--- src/rtl/next_serial_pkg.sv ---
// Shared definitions for the serial packet link: frame geometry, the top-byte
// codes of the two audio control packets, and the receiver state encoding.
package next_serial_pkg;

   localparam int         FRAME_DATA_W   = 40;
   localparam logic [7:0] AUDIO_REQ_CODE = 8'h07;
   localparam logic [7:0] UNDERRUN_CODE  = 8'h0f;

   // ARM waits for a low line, IDLE hunts for a start bit, DATA collects bits.
   typedef enum logic [1:0] {
      ARM,
      IDLE,
      DATA
   } rx_state_t;

endpackage

--- src/rtl/serial_packet_receiver_bit_sync.sv ---
// Multi-flop synchronizer for the incoming serial line. Clears to 0 on reset,
// so the receiver always sees an idle-low line right after reset.
module bit_sync #(
   parameter int SYNC_STAGES = 2
) (
   input  logic clk,
   input  logic rst,
   input  logic d,
   output logic q
);

   logic [SYNC_STAGES-1:0] sync_q;

   // Shift the raw input through the flop chain; the oldest bit is the output.
   always_ff @(posedge clk) begin
      if (rst) begin
         sync_q <= '0;
      end else begin
         sync_q <= {sync_q[SYNC_STAGES-2:0], d};
      end
   end

   assign q = sync_q[SYNC_STAGES-1];

endmodule

--- src/rtl/serial_packet_receiver.sv ---
// Far-end receiver of the serial packet link. Deserializes start-bit framed
// words, turns the audio request/underrun control packets into one-cycle
// ticks, and holds every other packet in a 1-deep valid/ready register.
// Packets arriving while that register is still full are dropped and counted.
module serial_packet_receiver
   import next_serial_pkg::*;
#(
   parameter int         DATA_W      = FRAME_DATA_W,
   parameter int         SYNC_STAGES = 2,
   parameter logic [7:0] AUDIO_REQ   = AUDIO_REQ_CODE,
   parameter logic [7:0] UNDERRUN    = UNDERRUN_CODE
) (
   input  logic              clk,
   input  logic              rst,
   input  logic              sin,
   output logic [DATA_W-1:0] out_data,
   output logic              out_valid,
   input  logic              out_ready,
   output logic              audio_req_tick,
   output logic              underrun_tick,
   output logic              data_loss,
   output logic [7:0]        loss_count
);

   localparam logic [5:0]        LAST_BIT      = 6'(DATA_W - 1);
   localparam logic [DATA_W-1:0] AUDIO_WORD    = {AUDIO_REQ, {(DATA_W-8){1'b0}}};
   localparam logic [DATA_W-1:0] UNDERRUN_WORD = {UNDERRUN, {(DATA_W-8){1'b0}}};

   logic              sin_s;
   rx_state_t         state;
   logic [5:0]        cnt;
   logic [DATA_W-2:0] shreg;
   logic [DATA_W-1:0] frame_word;
   logic              pop;

   bit_sync #(
      .SYNC_STAGES(SYNC_STAGES)
   ) u_sync (
      .clk(clk),
      .rst(rst),
      .d  (sin),
      .q  (sin_s)
   );

   // The bit being sampled this cycle completes the word when cnt hits the end.
   assign frame_word = {shreg, sin_s};
   assign pop        = out_valid && out_ready;

   // Framing FSM, classifier and output register share one clocked process so
   // a completing frame and a consumer pop in the same cycle resolve together:
   // the pop clears out_valid first, and a loaded data packet then sets it.
   always_ff @(posedge clk) begin
      if (rst) begin
         state          <= ARM;
         cnt            <= '0;
         shreg          <= '0;
         out_data       <= '0;
         out_valid      <= 1'b0;
         audio_req_tick <= 1'b0;
         underrun_tick  <= 1'b0;
         data_loss      <= 1'b0;
         loss_count     <= '0;
      end else begin
         audio_req_tick <= 1'b0;
         underrun_tick  <= 1'b0;
         data_loss      <= 1'b0;

         if (pop) begin
            out_valid <= 1'b0;
         end

         case (state)
            ARM: begin
               if (!sin_s) begin
                  state <= IDLE;
               end
            end
            IDLE: begin
               if (sin_s) begin
                  state <= DATA;
                  cnt   <= '0;
               end
            end
            DATA: begin
               shreg <= {shreg[DATA_W-3:0], sin_s};
               cnt   <= cnt + 6'd1;
               if (cnt == LAST_BIT) begin
                  state <= ARM;
                  if (frame_word == AUDIO_WORD) begin
                     audio_req_tick <= 1'b1;
                  end else if (frame_word == UNDERRUN_WORD) begin
                     underrun_tick <= 1'b1;
                  end else if (!out_valid || out_ready) begin
                     out_data  <= frame_word;
                     out_valid <= 1'b1;
                  end else begin
                     data_loss <= 1'b1;
                     if (loss_count != 8'hff) begin
                        loss_count <= loss_count + 8'd1;
                     end
                  end
               end
            end
            default: begin
               state <= ARM;
            end
         endcase
      end
   end

endmodule

--- config.mk ---
export PLATFORM = sky130hd
export DESIGN_NAME = serial_packet_receiver
export DESIGN_NICKNAME = d
export VERILOG_FILES = /design/src/rtl/next_serial_pkg.sv /design/src/rtl/serial_packet_receiver_bit_sync.sv /design/src/rtl/serial_packet_receiver.sv
export SDC_FILE = /design/constraint.sdc
export NUM_CORES = 1
export LEC_CHECK = 0
export ABC_AREA = 0
export BUFFER_PORTS_ARGS = -buffer_cell sky130_fd_sc_hd__buf_2
export CORE_MARGIN = 5
export CORE_UTILIZATION = 40
export DETAILED_ROUTE_END_ITERATION = 6
export GPL_TIMING_DRIVEN = 0
export HOLD_SLACK_MARGIN = 0.1
export PLACE_DENSITY = 0.55
export SYNTH_ARGS = -nofsm -noshare
export SYNTH_HDL_FRONTEND = slang
export SYNTH_HIERARCHICAL = 1
export SYNTH_SLANG_ARGS = --single-unit
--- constraint.sdc ---
create_clock -name clk -period 2.71 [get_ports clk]
set_input_delay 0.542 -clock clk [delete_from_list [all_inputs] [get_ports clk]]
set_output_delay 0.542 -clock clk [all_outputs]
set_load 0.005 [all_outputs]
## After elaboration in Yosys (flattened, before gate mapping)

Index checks and enable logic that the tools add are counted.

| operators by class | value |
|---|---|
| add/sub/neg operators | 2 |
| eq/ne operators | 9 |
| multiplexer cells | 15 |
| bitwise gates (word level) | 5 |
| reductions and logical operators | 12 |

Operators by type and width:

| kind | number |
|---|---|
| 40-bit by 35-bit equality test with 1-bit output, second input constant | 1 |
| 40-bit by 36-bit equality test with 1-bit output, second input constant | 1 |
| 6-bit case mux with 2 select lines | 1 |
| 1-bit 2-to-1 mux | 9 |
| 8-bit by 1-bit adder with 8-bit output, second input constant | 1 |
| 8-bit != test, second input constant | 1 |
| 6-bit by 1-bit adder with 6-bit output, second input constant | 1 |
| 6-bit equality test, second input constant | 1 |
| 2-bit 2-to-1 mux | 3 |
| 6-bit 2-to-1 mux | 1 |
| 2-bit case mux with 3 select lines | 1 |
| 6-bit AND reduction | 1 |
| 1-bit NOT | 5 |
| 5-bit AND reduction | 1 |
| 5-bit OR reduction | 1 |
| 2-bit != test, second input constant | 2 |
| 4-bit OR reduction | 1 |
| 3-bit AND reduction | 1 |
| 3-bit OR reduction | 1 |
| 2-bit by 1-bit equality test with 1-bit output, second input constant | 1 |
| 2-bit equality test, second input constant | 1 |
| 2-bit zero test | 1 |
| 2-bit by 1-bit != test with 1-bit output, second input constant | 1 |
| 2-bit AND reduction | 1 |
| 4 further kinds | 4 |

| word-level totals | value |
|---|---|
| register bits after elaboration | 101 |
| bits of input ports | 4 |
| output and inout bits | 52 |
| logic and storage cells | 53 |

## Depth between registers and ports, before layout

Gate-level depths: netlist (run 1).

| depth | value |
|---|---|
| word-level depth | 7 |
| depth in mapped cells | 7 |
| mapped depth without buffers | 6 |

## By module

The synthesis (run 1) kept the hierarchy.

By module, submodules not included:

| module | instances | cells an instance | area an instance (µm²) | seq. area each (µm²) |
|---|---|---|---|---|
| serial_packet_receiver | 1 | 412 | 3,762.4 | 1,981.9 |
| bit_sync | 1 | 4 | 52.6 | 40.0 |

## Least setup slack after synthesis (run 1)

No wires, ideal clock.

| path | value |
|---|---|
| kind | register -> register |
| start point | reg cnt[0] |
| end point | reg loss_count[3] |
| setup time | 0.070 ns |
| arrival | 1.871 ns |
| data required time | 2.640 ns |
| slack | 0.768 ns |
| cell stages (with the launch flop) | 7 |
| buffers on the path | 0 |
| clock period less this slack | 1.942 ns |
| cell sequence | dfxtp_1 ha_1 or2b_1 nor4_4 o31ai_2 or4_1 a21oi_1 |

| on the way | value |
|---|---|
| cells in the longest elaborated chain, start to end | 2 |

Ends and longest elaborated chain:

| what | line | RTL |
|---|---|---|
| from (decl) | serial_packet_receiver.sv:31 | `logic [5:0] cnt;` |
| from (signal assigned) | serial_packet_receiver.sv:86 | `cnt <= cnt + 6'd1;` |
| 6-bit equality test | serial_packet_receiver.sv:87 | `if (cnt == LAST_BIT) begin` |
| 6-bit AND reduction (no line) | n/a |  |
| to (signal assigned) | serial_packet_receiver.sv:99 | `loss_count <= loss_count + 8'd1;` |
| to (decl) | serial_packet_receiver.sv:22 | `output logic [7:0] loss_count` |

No other way between the ends.
A chain may end at the register's enable or synchronous reset.

## Final worst setup path (run 1)

| path | value |
|---|---|
| start point | reg shreg[37] |
| end point | reg loss_count[1] |

| on the way | value |
|---|---|
| cells in the longest elaborated chain, start to end | 3 |
| elaborated cells on any way between the ends | 5 |
| those cells by class | eq/ne: 2; bitwise: 2; reduce/logical: 1 |

Ends and longest elaborated chain:

| what | line | RTL |
|---|---|---|
| from (decl) | serial_packet_receiver.sv:32 | `logic [DATA_W-2:0] shreg;` |
| from (signal assigned) | serial_packet_receiver.sv:85 | `shreg <= {shreg[DATA_W-3:0], sin_s};` |
| 40-bit by 36-bit equality test with 1-bit output / 40-bit by 35-bit equality test with 1-bit output (equally long branches) | serial_packet_receiver.sv:91, serial_packet_receiver.sv:89 |  |
| 1-bit NOT (no line) | n/a |  |
| 6-bit AND reduction (no line) * | n/a |  |

Mark *: on every way between the ends. The rest lies on a longest branch, timed or not.

==> results.sh, run 1 <==
export IMPL_floorplan_die_width_um=107.7
export IMPL_remaining_drc_errors=0
export IMPL_io_pin_count=56
export IMPL_antenna_found_initial=0
export IMPL_type_of_destination_of_the_critical_path="flip-flop"
export IMPL_critical_path_max_fanout=10
export IMPL_p_switching_mw=0.5306
export IMPL_synth_fp_nets=422
export IMPL_ctsResizeCount=0
export IMPL_p_int_mw=1.854
export IMPL_nFillCells=962
export IMPL_clock_tree_from_tritoncts="built"
export IMPL_worstReg2RegStart="shreg[37]"
export IMPL_p_leak_nw=1.966
export IMPL_setup_viol_count_final=0
export IMPL_grt_pass1_wl_um=14070
export IMPL_synthCells=416
export IMPL_clockPowerShare=0.356
export IMPL_setup_worst_path_class="flip-flop to flip-flop"
export IMPL_timing_final_crit_period_ns=2.215
export IMPL_critPathRequiredTime_ns=2.95
export IMPL_setup_tns_final_ns=0
export IMPL_slowest_stage="sky130_fd_sc_hd__o31ai_2"
export IMPL_ant_nets=0
export IMPL_power_total_mw=2.385
export IMPL_gp_congestion=0.7768
export IMPL_antenna_diode_count=0
export IMPL_ys_warnings_count=6
export IMPL_cap_violations=0
export IMPL_max_clock_path_buffers=2
export IMPL_slew_headroom=0.6421
export IMPL_yosys_register_bits=101
export IMPL_timing_critical_path_slowest_cell_delay_ns=0.56
export IMPL_syn_mean_instance_area_sq_um=9.170
export IMPL_critical_path_startpoint="shreg[37]"
export IMPL_avgRoutedWirePerCell_um=13.52
export IMPL_synthDominantAreaCellType="sky130_fd_sc_hd__dfxtp_1"
export IMPL_cts_hold_fix_buffers=0
export IMPL_postCtsSetupBuffers=0
export IMPL_core_area_sq_um=9284
export IMPL_synth_sequential_area_ratio=0.5300
export IMPL_hpwlAfterDp_um=6019
export IMPL_clk_latency_ns=0.36
export IMPL_final_util=0.4759
export IMPL_ordered_cell_list_for_the_critical_path="nor4_1 > nand4_1 > o31ai_2 > buf_4 > nor2_1 > mux2i_1"
export IMPL_placed_instance_area_sq_um=4252
export IMPL_ys_flop_type="sky130_fd_sc_hd__dfxtp_1"
export IMPL_yosysMostFrequentCell="sky130_fd_sc_hd__dfxtp_1"
export IMPL_maximum_number_of_pins_on_one_net_before_global_route_repair=16
export IMPL_fmax_mhz=451.4
export IMPL_netlist_top_cells_area="sky130_fd_sc_hd__dfxtp_1 53%, sky130_fd_sc_hd__mux2i_1 11%, sky130_fd_sc_hd__nand2_1 8.2%"
export IMPL_hold_viol=0
export IMPL_rows=35
export IMPL_power_share_switching=0.2225
export IMPL_grt_overflow_total=0
export IMPL_commonest_cells_in_the_synthesized_netlist="101 x sky130_fd_sc_hd__dfxtp_1, 83 x sky130_fd_sc_hd__nand2_1, 48 x sky130_fd_sc_hd__a21oi_1, 48 x sky130_fd_sc_hd__nor2_1, 41 x sky130_fd_sc_hd__mux2i_1"
export IMPL_final_min_period_over_clock_period=0.8174
export IMPL_hold_start="rst"
export IMPL_wirelength_um=8314
export IMPL_first_global_vias=2824
export IMPL_dr_first_iter_drc_count=82
export IMPL_clock_tree_root_cell="sky130_fd_sc_hd__clkbuf_8"
export IMPL_first_pass_iters=4
export IMPL_hold_path_class="input port to flip-flop"
export IMPL_number_of_vias_after_detailed_routing=3003
export IMPL_start_kind="flip-flop"
export IMPL_effective_utilization_at_floorplan=0.4109
export IMPL_final_design_area_no_fill_sq_um=4418
export IMPL_yosys_cell_types_count=33
export IMPL_synth_enable_flop_cells=0
export IMPL_nNetsFinal=488
export IMPL_max_vdd_ir_drop_mv=0.2199
export IMPL_drv_slew=0
export IMPL_die_h_um=107.7
export IMPL_tritoncts_num_buffers=9
export IMPL_tritoncts_num_sinks=101
export IMPL_combined_area_of_all_synthesized_cells_sq_um=3815
export IMPL_power_frac_comb=0.020
export IMPL_outcome="completed"
export IMPL_cts_clk_slew_worst_paths_ns=0.10
export IMPL_rsz0062_at_grt="false"
export IMPL_crit_arrival_ns=2.46
export IMPL_skew_ns=0.01420
export IMPL_portBuffers=55
export IMPL_async_reset_ff_frac=0
export IMPL_global_route_usage_total=0.1523
export IMPL_die_area_sq_um=11590
export IMPL_pin_slew_with_the_least_headroom_to_its_limit_ns=0.5369
export IMPL_power_per_cell_area_nw_per_um2=539.8
export IMPL_post_route_cells_drive_above_1_share=0.1605
export IMPL_area_growth_pct=15.81
export IMPL_htreeDepth=3
export IMPL_synth_top_area_frac=0.5300
export IMPL_viasPerCell=4.883
export IMPL_seq_power_share=0.624
## power groups by stage
stage	Sequential [mW]	Clock [mW]	Combinational, mW
5_1_grt	1.49	0.950	0.0539
2_1_floorplan	1.52	0	0.0327
4_1_cts	1.49	0.880	0.0491
6_report	1.49	0.848	0.0481
3_5_place_dp	1.52	0	0.0489
3_3_place_gp	1.52	0	0.0486
## state kept, by name, summed over array words and instances (netlist names), 2 cells and up
signal and cells:
cnt 6, u_sync/sync_q 2, out_data 40, loss_count 8
shreg 39, state 2
## path summary, 6_finish.rpt
| check | slack, ns | endpoint | cells after the start |
|---|---|---|---|
| worst max-delay path | 0.49 | loss_count[1] | 6 |
| worst min-delay path | 0.37 | u_sync/sync_q[0] | 2 |
| worst max register to register | 0.49 | loss_count[1] | 6 |
| worst min register to register | 0.46 | state[0] | 1 |
## critical path: cells and delay by family, from the launching register on
family                 cells  cell delay (ns)
AND/OR/NAND/NOR            3             0.72
AO/OA/AOI/OAI              1             0.56
flip-flops                 1             0.40
buffers and inverters      1             0.27
multiplexers               1             0.14
## layout by cell type, fill, tap and decap left out, types with 10 or more instances in the layout
| master | Yosys | final |
|---|---|---|
| sky130_fd_sc_hd__a21oi_1 | 48 | 48 |
| sky130_fd_sc_hd__buf_2 | 0 | 55 |
| sky130_fd_sc_hd__clkbuf_1 | 20 | 22 |
| sky130_fd_sc_hd__clkbuf_8 | 0 | 10 |
| sky130_fd_sc_hd__dfxtp_1 | 101 | 101 |
| sky130_fd_sc_hd__mux2i_1 | 41 | 41 |
| sky130_fd_sc_hd__nand2_1 | 83 | 83 |
| sky130_fd_sc_hd__nor2_1 | 48 | 48 |
| sky130_fd_sc_hd__nor4_1 | 10 | 10 |
## cell families after synthesis
group | count (synthesis) | synth area share
muxes | 41 | 0.1076
adders and majority gates | 2 | 0.006558
AOI/OAI and AO/OA | 60 | 0.09315
DFF | 101 | 0.5300
xor gates and xnor gates | 4 | 0.009182
buffers and inverters | 28 | 0.03837
and+or+nand+nor | 180 | 0.2152
## per-stage QoR
| step | setup slack (ns) | hold WS (ns) | cells |
|---|---|---|---|
| floorplan | 0.7684 | 0.4138 | 416 |
| global placement | 0.5358 | 0.4354 | 600 |
| detailed placement | 0.5147 | 0.4488 | 600 |
| CTS | 0.4944 | 0.3503 | 615 |
| global route | 0.3314 | 0.3525 | 615 |
| finish | 0.4949 | 0.3657 | 615 |
## cell type report
cell class	instances	area [sq um]	area share
flip-flops and latches	101	2022	0.4577
multi-input cells	287	1647	0.3727
repair buffers	55	275.3	0.06231
well taps	129	161.4	0.03653
clock buffers	12	145.1	0.03285
plain buffers	27	142.6	0.03229
clock inverters	3	21.27	0.004814
inverters	1	3.754	0.0008496
## per-layer routing
metal | vias up | global-route usage | share of wire | wire length, um
li1 | 1549 | - | - | -
met1 | 1390 | 0.2270 | 0.52 | 4290
met2 | 55 | 0.2176 | 0.43 | 3543
met3 | 9 | 0.03779 | 0.045 | 378
met4 | 0 | 0.04058 | 0.012 | 102
met5 | - | 0 | 0 | 0
Power figures use the tool's default switching activity.
==> run 2, diff against run 1 <==
--- a/config.mk
+++ b/config.mk
@@ -12,7 +12,7 @@
 export DETAILED_ROUTE_END_ITERATION = 6
 export GPL_TIMING_DRIVEN = 0
 export HOLD_SLACK_MARGIN = 0.1
-export PLACE_DENSITY = 0.55
+export PLACE_DENSITY = 0.58
 export SYNTH_ARGS = -nofsm -noshare
 export SYNTH_HDL_FRONTEND = slang
 export SYNTH_HIERARCHICAL = 1
==> constraint.sdc (replaced) <==
create_clock -name clk -period 1.9 [get_ports clk]
set_input_delay 0.38 -clock clk [delete_from_list [all_inputs] [get_ports clk]]
set_output_delay 0.38 -clock clk [all_outputs]
set_load 0.005 [all_outputs]
==> results.sh, run 2 (synthesis results as in run 1) <==
export IMPL_outcome="finished with violations"
export IMPL_failed_checks="setup timing"
export IMPL_clock_tree_root_cell="sky130_fd_sc_hd__clkbuf_8"
export IMPL_io_pin_count=56
export IMPL_placed_instances=600
export IMPL_number_of_vias_after_detailed_routing=3129
export IMPL_critPathRequiredTime_ns=2.19
export IMPL_max_vdd_ir_drop_mv=0.4165
export IMPL_tritoncts_num_buffers=9
export IMPL_area_growth_pct=25.35
export IMPL_crit_arrival_ns=2.25
export IMPL_cts_clk_slew_worst_paths_ns=0.09
export IMPL_max_clock_path_buffers=2
export IMPL_remaining_drc_errors=0
export IMPL_cap_violations=0
export IMPL_largest_register_ff_count=40
export IMPL_floorplan_die_width_um=107.7
export IMPL_hold_viol=0
export IMPL_first_global_vias=2861
export IMPL_clk_latency_ns=0.36
export IMPL_final_seq_area_sq_um=2036
export IMPL_p_leak_nw=2.108
export IMPL_fin_cells=630
export IMPL_largest_registers="out_data: 40 flops, shreg: 39 flops, loss_count: 8 flops"
export IMPL_slew_headroom=0.6388
export IMPL_rsz0062_at_grt="true"
export IMPL_clock_tree_from_tritoncts="built"
export IMPL_power_per_cell_area_nw_per_um2=748.5
export IMPL_hpwlAfterDp_um=5999
export IMPL_critical_path_max_fanout=8
export IMPL_hold_path_class="input port to flip-flop"
export IMPL_timing_critical_path_slowest_cell_delay_ns=0.51
export IMPL_nFillCells=898
export IMPL_nNetsFinal=502
export IMPL_skew_ns=0.01026
export IMPL_viasPerCell=4.967
export IMPL_path_delay_family="simple AND/OR/NAND/NOR gates"
export IMPL_ant_nets=0
export IMPL_antenna_diode_count=0
export IMPL_setup_worst_path_class="flip-flop to flip-flop"
export IMPL_core_area_sq_um=9284
export IMPL_global_route_usage_total=0.1560
export IMPL_effective_utilization_at_floorplan=0.4109
export IMPL_layout_cells_most_common_list="90 x sky130_fd_sc_hd__dfxtp_1, 82 x sky130_fd_sc_hd__nand2_1, 56 x sky130_fd_sc_hd__buf_2"
export IMPL_final_min_period_over_clock_period=1.029
export IMPL_ordered_cell_list_for_the_critical_path="ha_4 > or2b_4 > nor4_4 > buf_4 > o31ai_4 > or4_1 > a21oi_2"
export IMPL_tritoncts_num_sinks=101
export IMPL_dr_first_iter_drc_count=142
export IMPL_portBuffers=55
export IMPL_antenna_found_initial=0
export IMPL_htreeDepth=3
export IMPL_wirelength_um=8817
export IMPL_slowest_stage="sky130_fd_sc_hd__or4_1"
export IMPL_post_route_cells_drive_above_1_share=0.2495
export IMPL_post_route_worst_setup_slack_ns=-0.05496
export IMPL_dpl_worst_slack_ns=-0.3301
export IMPL_grt_pass1_wl_um=14450
export IMPL_timing_final_crit_period_ns=1.955
export IMPL_pin_slew_with_the_least_headroom_to_its_limit_ns=0.5418
export IMPL_multi_input_comb_area_sq_um=1775
export IMPL_first_pass_iters=4
export IMPL_maximum_number_of_pins_on_one_net_before_global_route_repair=17
export IMPL_largest_register="out_data"
export IMPL_fmax_mhz=511.5
export IMPL_path_buf_inv=1
export IMPL_grt_overflow_total=0
export IMPL_drv_slew=0
export IMPL_rows=35
export IMPL_gp_congestion=0.8080
export IMPL_avgRoutedWirePerCell_um=14.00
export IMPL_mostFrequentLayoutCell="sky130_fd_sc_hd__dfxtp_1"
export IMPL_die_area_sq_um=11590
export IMPL_start_kind="flip-flop"
export IMPL_setup_viol_count_final=34
export IMPL_die_h_um=107.7
export IMPL_type_of_destination_of_the_critical_path="flip-flop"
## run 2: cell count changes in the layout (fill, tap and decap cells not counted), moves of 2 or more
cell,delta
sky130_fd_sc_hd__o31ai_1,-3
sky130_fd_sc_hd__o31ai_4,+2
sky130_fd_sc_hd__buf_12,+4
sky130_fd_sc_hd__buf_4,+8
sky130_fd_sc_hd__nor4_1,-7
sky130_fd_sc_hd__a21oi_2,+2
sky130_fd_sc_hd__a21oi_1,-2
sky130_fd_sc_hd__dfxtp_1,-11
sky130_fd_sc_hd__buf_8,+2
sky130_fd_sc_hd__dfxtp_2,+11
sky130_fd_sc_hd__nor4_2,+6
sky130_fd_sc_hd__clkbuf_1,-2
## run 2: worst paths after layout
| check | start | to | slack (ns) | depth (start not counted) |
|---|---|---|---|---|
| worst max-delay path | cnt[0] | loss_count[3] | -0.05 | 7 |
| worst min-delay path | rst | u_sync/sync_q[1] | 0.20 | 2 |
| worst max register to register | cnt[0] | loss_count[3] | -0.05 | 7 |
| worst min register to register | u_sync/sync_q[0] | u_sync/sync_q[1] | 0.45 | 1 |
## run 2: cell type report
type	count	area share
clock buffers	11	0.02957
inverters	1	0.0007849
plain buffers	27	0.03715
clock inverters	5	0.01230
repair buffers	69	0.08948
well taps	129	0.03375
flip-flops and latches	101	0.4257
multi-input cells	287	0.3713
## run 2: per-stage QoR
step | area (sq um) | power [mW] | hold WS (ns) | utilization | TNS, ns
2_1_floorplan | 3839 | 2.219 | 0.4138 | - | -0.03879
3_3_place_gp | 4275 | 2.242 | 0.4336 | 0.4605 | -14.07
3_5_place_dp | 4275 | 2.243 | 0.4507 | 0.4605 | -14.65
4_1_cts | 4697 | 3.602 | 0.1918 | 0.5059 | -0.7124
5_1_grt | 4782 | 3.731 | 0.2078 | 0.5151 | -4.824
6_report | 4782 | 3.579 | 0.2004 | 0.5151 | -0.6383
## run 2: power breakdown
| part | switching (mW) | total (mW) | internal [mW] |
|---|---|---|---|
| combinational | 0.0558 | 0.0741 | 0.0183 |
| clock | 0.732 | 1.38 | 0.649 |
| sequential | 0.00456 | 2.12 | 2.12 |
## run 2: worst reg2reg max path, stage by stage (launching register included)
cell,delay [ns]
sky130_fd_sc_hd__dfxtp_2,0.36
sky130_fd_sc_hd__ha_4,0.13
sky130_fd_sc_hd__or2b_4,0.28
sky130_fd_sc_hd__nor4_4,0.20
sky130_fd_sc_hd__buf_4,0.17
sky130_fd_sc_hd__o31ai_4,0.12
sky130_fd_sc_hd__or4_1,0.51
sky130_fd_sc_hd__a21oi_2,0.13
## run 2: what timing repair did
action                                  4_1_cts  5_1_grt
pin swaps                                    12        4
setup buffers                                10        1
hold buffers                                  0        0
cloned                                        2        1
endpoints found under the setup margin       51       51
gates resized for setup                      28       18
## run 2: layer usage
layer  wire [um]  track usage
met1        4372       0.2179
met2        3921       0.2358
met3         385      0.03659
met4         138      0.05320
met5           0            0
==> run 3, diff against run 2 <==
--- a/config.mk
+++ b/config.mk
@@ -9,10 +9,12 @@
 export BUFFER_PORTS_ARGS = -buffer_cell sky130_fd_sc_hd__buf_2
 export CORE_MARGIN = 5
 export CORE_UTILIZATION = 40
+export CTS_BUF_LIST = sky130_fd_sc_hd__clkbuf_8 sky130_fd_sc_hd__clkbuf_16
 export DETAILED_ROUTE_END_ITERATION = 6
 export GPL_TIMING_DRIVEN = 0
 export HOLD_SLACK_MARGIN = 0.1
 export PLACE_DENSITY = 0.58
+export REMOVE_ABC_BUFFERS = 1
 export SYNTH_ARGS = -nofsm -noshare
 export SYNTH_HDL_FRONTEND = slang
 export SYNTH_HIERARCHICAL = 1
==> results.sh, run 3 (synthesis results as in run 1) <==
export IMPL_outcome="finished with violations"
export IMPL_failed_checks="setup timing"
export IMPL_post_route_worst_setup_slack_ns=-0.1442
export IMPL_avgRoutedWirePerCell_um=14.06
export IMPL_routed_wire_length_on_met3_um=323
export IMPL_cts_hold_fix_buffers=0
export IMPL_power_total_mw=3.570
export IMPL_gp_congestion=0.7830
export IMPL_cap_violations=0
export IMPL_post_route_cells_drive_above_1_share=0.2656
export IMPL_largest_register_ff_count=40
export IMPL_global_route_usage_total=0.1469
export IMPL_p_int_mw=2.814
export IMPL_effective_utilization_at_floorplan=0.4109
export IMPL_power_share_switching=0.2117
export IMPL_critical_path_max_fanout=7
export IMPL_timing_critical_path_slowest_cell_delay_ns=0.37
export IMPL_wirelength_um=8593
export IMPL_remaining_drc_errors=0
export IMPL_skew_ns=0.008387
export IMPL_dr_first_iter_drc_count=162
export IMPL_die_area_sq_um=11590
export IMPL_clockPowerShare=0.384
export IMPL_fmax_mhz=489.2
export IMPL_viasPerCell=4.974
export IMPL_timing_final_crit_period_ns=2.044
export IMPL_grt_pass1_wl_um=13770
export IMPL_io_pin_count=56
export IMPL_crit_arrival_ns=2.29
export IMPL_route_top_layer_used="met4"
export IMPL_power_per_cell_area_nw_per_um2=743.3
export IMPL_m1WireLength_um=4219
export IMPL_hold_path_class="input port to flip-flop"
export IMPL_clock_tree_from_tritoncts="built"
export IMPL_seq_power_share=0.595
export IMPL_power_frac_comb=0.021
export IMPL_rows=35
export IMPL_first_pass_iters=5
export IMPL_die_h_um=107.7
export IMPL_number_of_vias_after_detailed_routing=3039
export IMPL_area_growth_pct=25.91
export IMPL_setup_tns_final_ns=-4.764
export IMPL_maximum_number_of_pins_on_one_net_before_global_route_repair=71
export IMPL_fin_cells=611
export IMPL_ordered_cell_list_for_the_critical_path="nor4_2 > nand4_1 > o311ai_4 > clkbuf_16 > buf_16 > mux2i_2 > nor2_1"
export IMPL_tritoncts_num_buffers=9
export IMPL_antenna_found_initial=0
export IMPL_setup_viol_count_final=44
export IMPL_type_of_destination_of_the_critical_path="flip-flop"
export IMPL_p_leak_nw=2.134
export IMPL_cts_clk_slew_worst_paths_ns=0.09
export IMPL_critPathRequiredTime_ns=2.14
export IMPL_drv_slew=0
export IMPL_largest_registers="out_data: 40 flops, shreg: 39 flops, loss_count: 8 flops"
export IMPL_slowest_stage="sky130_fd_sc_hd__o311ai_4"
export IMPL_htreeDepth=3
export IMPL_rsz0062_at_grt="true"
export IMPL_core_area_sq_um=9284
export IMPL_floorplan_die_width_um=107.7
export IMPL_routed_wl_met2_um=3932
export IMPL_max_clock_path_buffers=2
export IMPL_hold_viol=0
export IMPL_p_switching_mw=0.7558
export IMPL_mostFrequentLayoutCell="sky130_fd_sc_hd__dfxtp_1"
export IMPL_grt_overflow_total=0
export IMPL_first_global_vias=2811
export IMPL_placed_instance_area_sq_um=4232
export IMPL_antenna_diode_count=0
export IMPL_clock_tree_root_cell="sky130_fd_sc_hd__clkbuf_8"
export IMPL_nNetsFinal=483
export IMPL_layout_cells_most_common_list="89 x sky130_fd_sc_hd__dfxtp_1, 83 x sky130_fd_sc_hd__nand2_1, 54 x sky130_fd_sc_hd__buf_2"
export IMPL_setup_worst_path_class="flip-flop to flip-flop"
export IMPL_max_vdd_ir_drop_mv=0.3806
export IMPL_final_min_period_over_clock_period=1.076
export IMPL_start_kind="flip-flop"
export IMPL_clk_latency_ns=0.35
export IMPL_pin_slew_with_the_least_headroom_to_its_limit_ns=0.9182
export IMPL_hpwlAfterDp_um=5111
export IMPL_tritoncts_num_sinks=101
export IMPL_largest_register="out_data"
export IMPL_portBuffers=55
export IMPL_placed_instances=577
export IMPL_ant_nets=0
export IMPL_final_design_area_no_fill_sq_um=4803
export IMPL_slew_headroom=0.3866
-- run 3: critical path: cells and delay by family (launching register included) --
kind                   cells  cell delay, ns
buffers and inverters      2            0.39
multiplexers               1            0.20
AO/OA/AOI/OAI              1            0.37
flip-flops                 1            0.36
AND/OR/NAND/NOR            3            0.61
-- run 3: worst paths after layout --
check,to,cells past startpoint,startpoint,slack [ns]
setup / recovery,out_data[33],7,shreg[37],-0.14
setup reg to reg,out_data[33],7,shreg[37],-0.14
hold reg to reg,u_sync/sync_q[1],1,u_sync/sync_q[0],0.44
hold / removal,u_sync/sync_q[0],2,sin,0.23
-- run 3: final cells by class --
type / instances / area [sq um]
clock buffers: 11 / 151.4
clock inverters: 5 / 51.30
fillers: 903 / 4481
inverters: 1 / 3.754
multi-input cells: 289 / 1803
flip-flops and latches: 101 / 2039
well taps: 129 / 161.4
repair buffers: 75 / 593.1
-- run 3: metrics by stage --
step / utilization / hold WS, ns / worst slack [ns]
2_1_floorplan: - / 0.4138 / -0.9315
3_3_place_gp: 0.4426 / 0.4200 / -1.753
3_5_place_dp: 0.4558 / 0.4231 / -0.6662
4_1_cts: 0.5012 / 0.2223 / -0.1301
5_1_grt: 0.5174 / 0.2540 / -0.1958
6_report: 0.5174 / 0.2332 / -0.1442
-- run 3: per-layer routing --
| metal | vias up | GRT usage |
|---|---|---|
| met4 | 0 | 0.05500 |
| met1 | 1434 | 0.2057 |
| li1 | 1542 | - |
| met2 | 52 | 0.2256 |
| met3 | 11 | 0.02579 |
| met5 | - | 0 |
-- run 3: power groups by stage --
stage	clock network (mW)	logic, mW	registers (mW)
floorplan	0	0.0177	2.17
global placement	0	0.0563	2.17
detailed placement	0	0.0652	2.17
CTS	1.41	0.0733	2.13
global route	1.51	0.0831	2.13
finish	1.37	0.0752	2.13
-- run 3: what timing repair did --
item                       CTS  global route
setup buffers               11             2
gates cloned                 3             2
setup endpoints to repair   52            52
resized for setup           20            21
hold endpoints to repair     0             0
pin swaps                   20            18
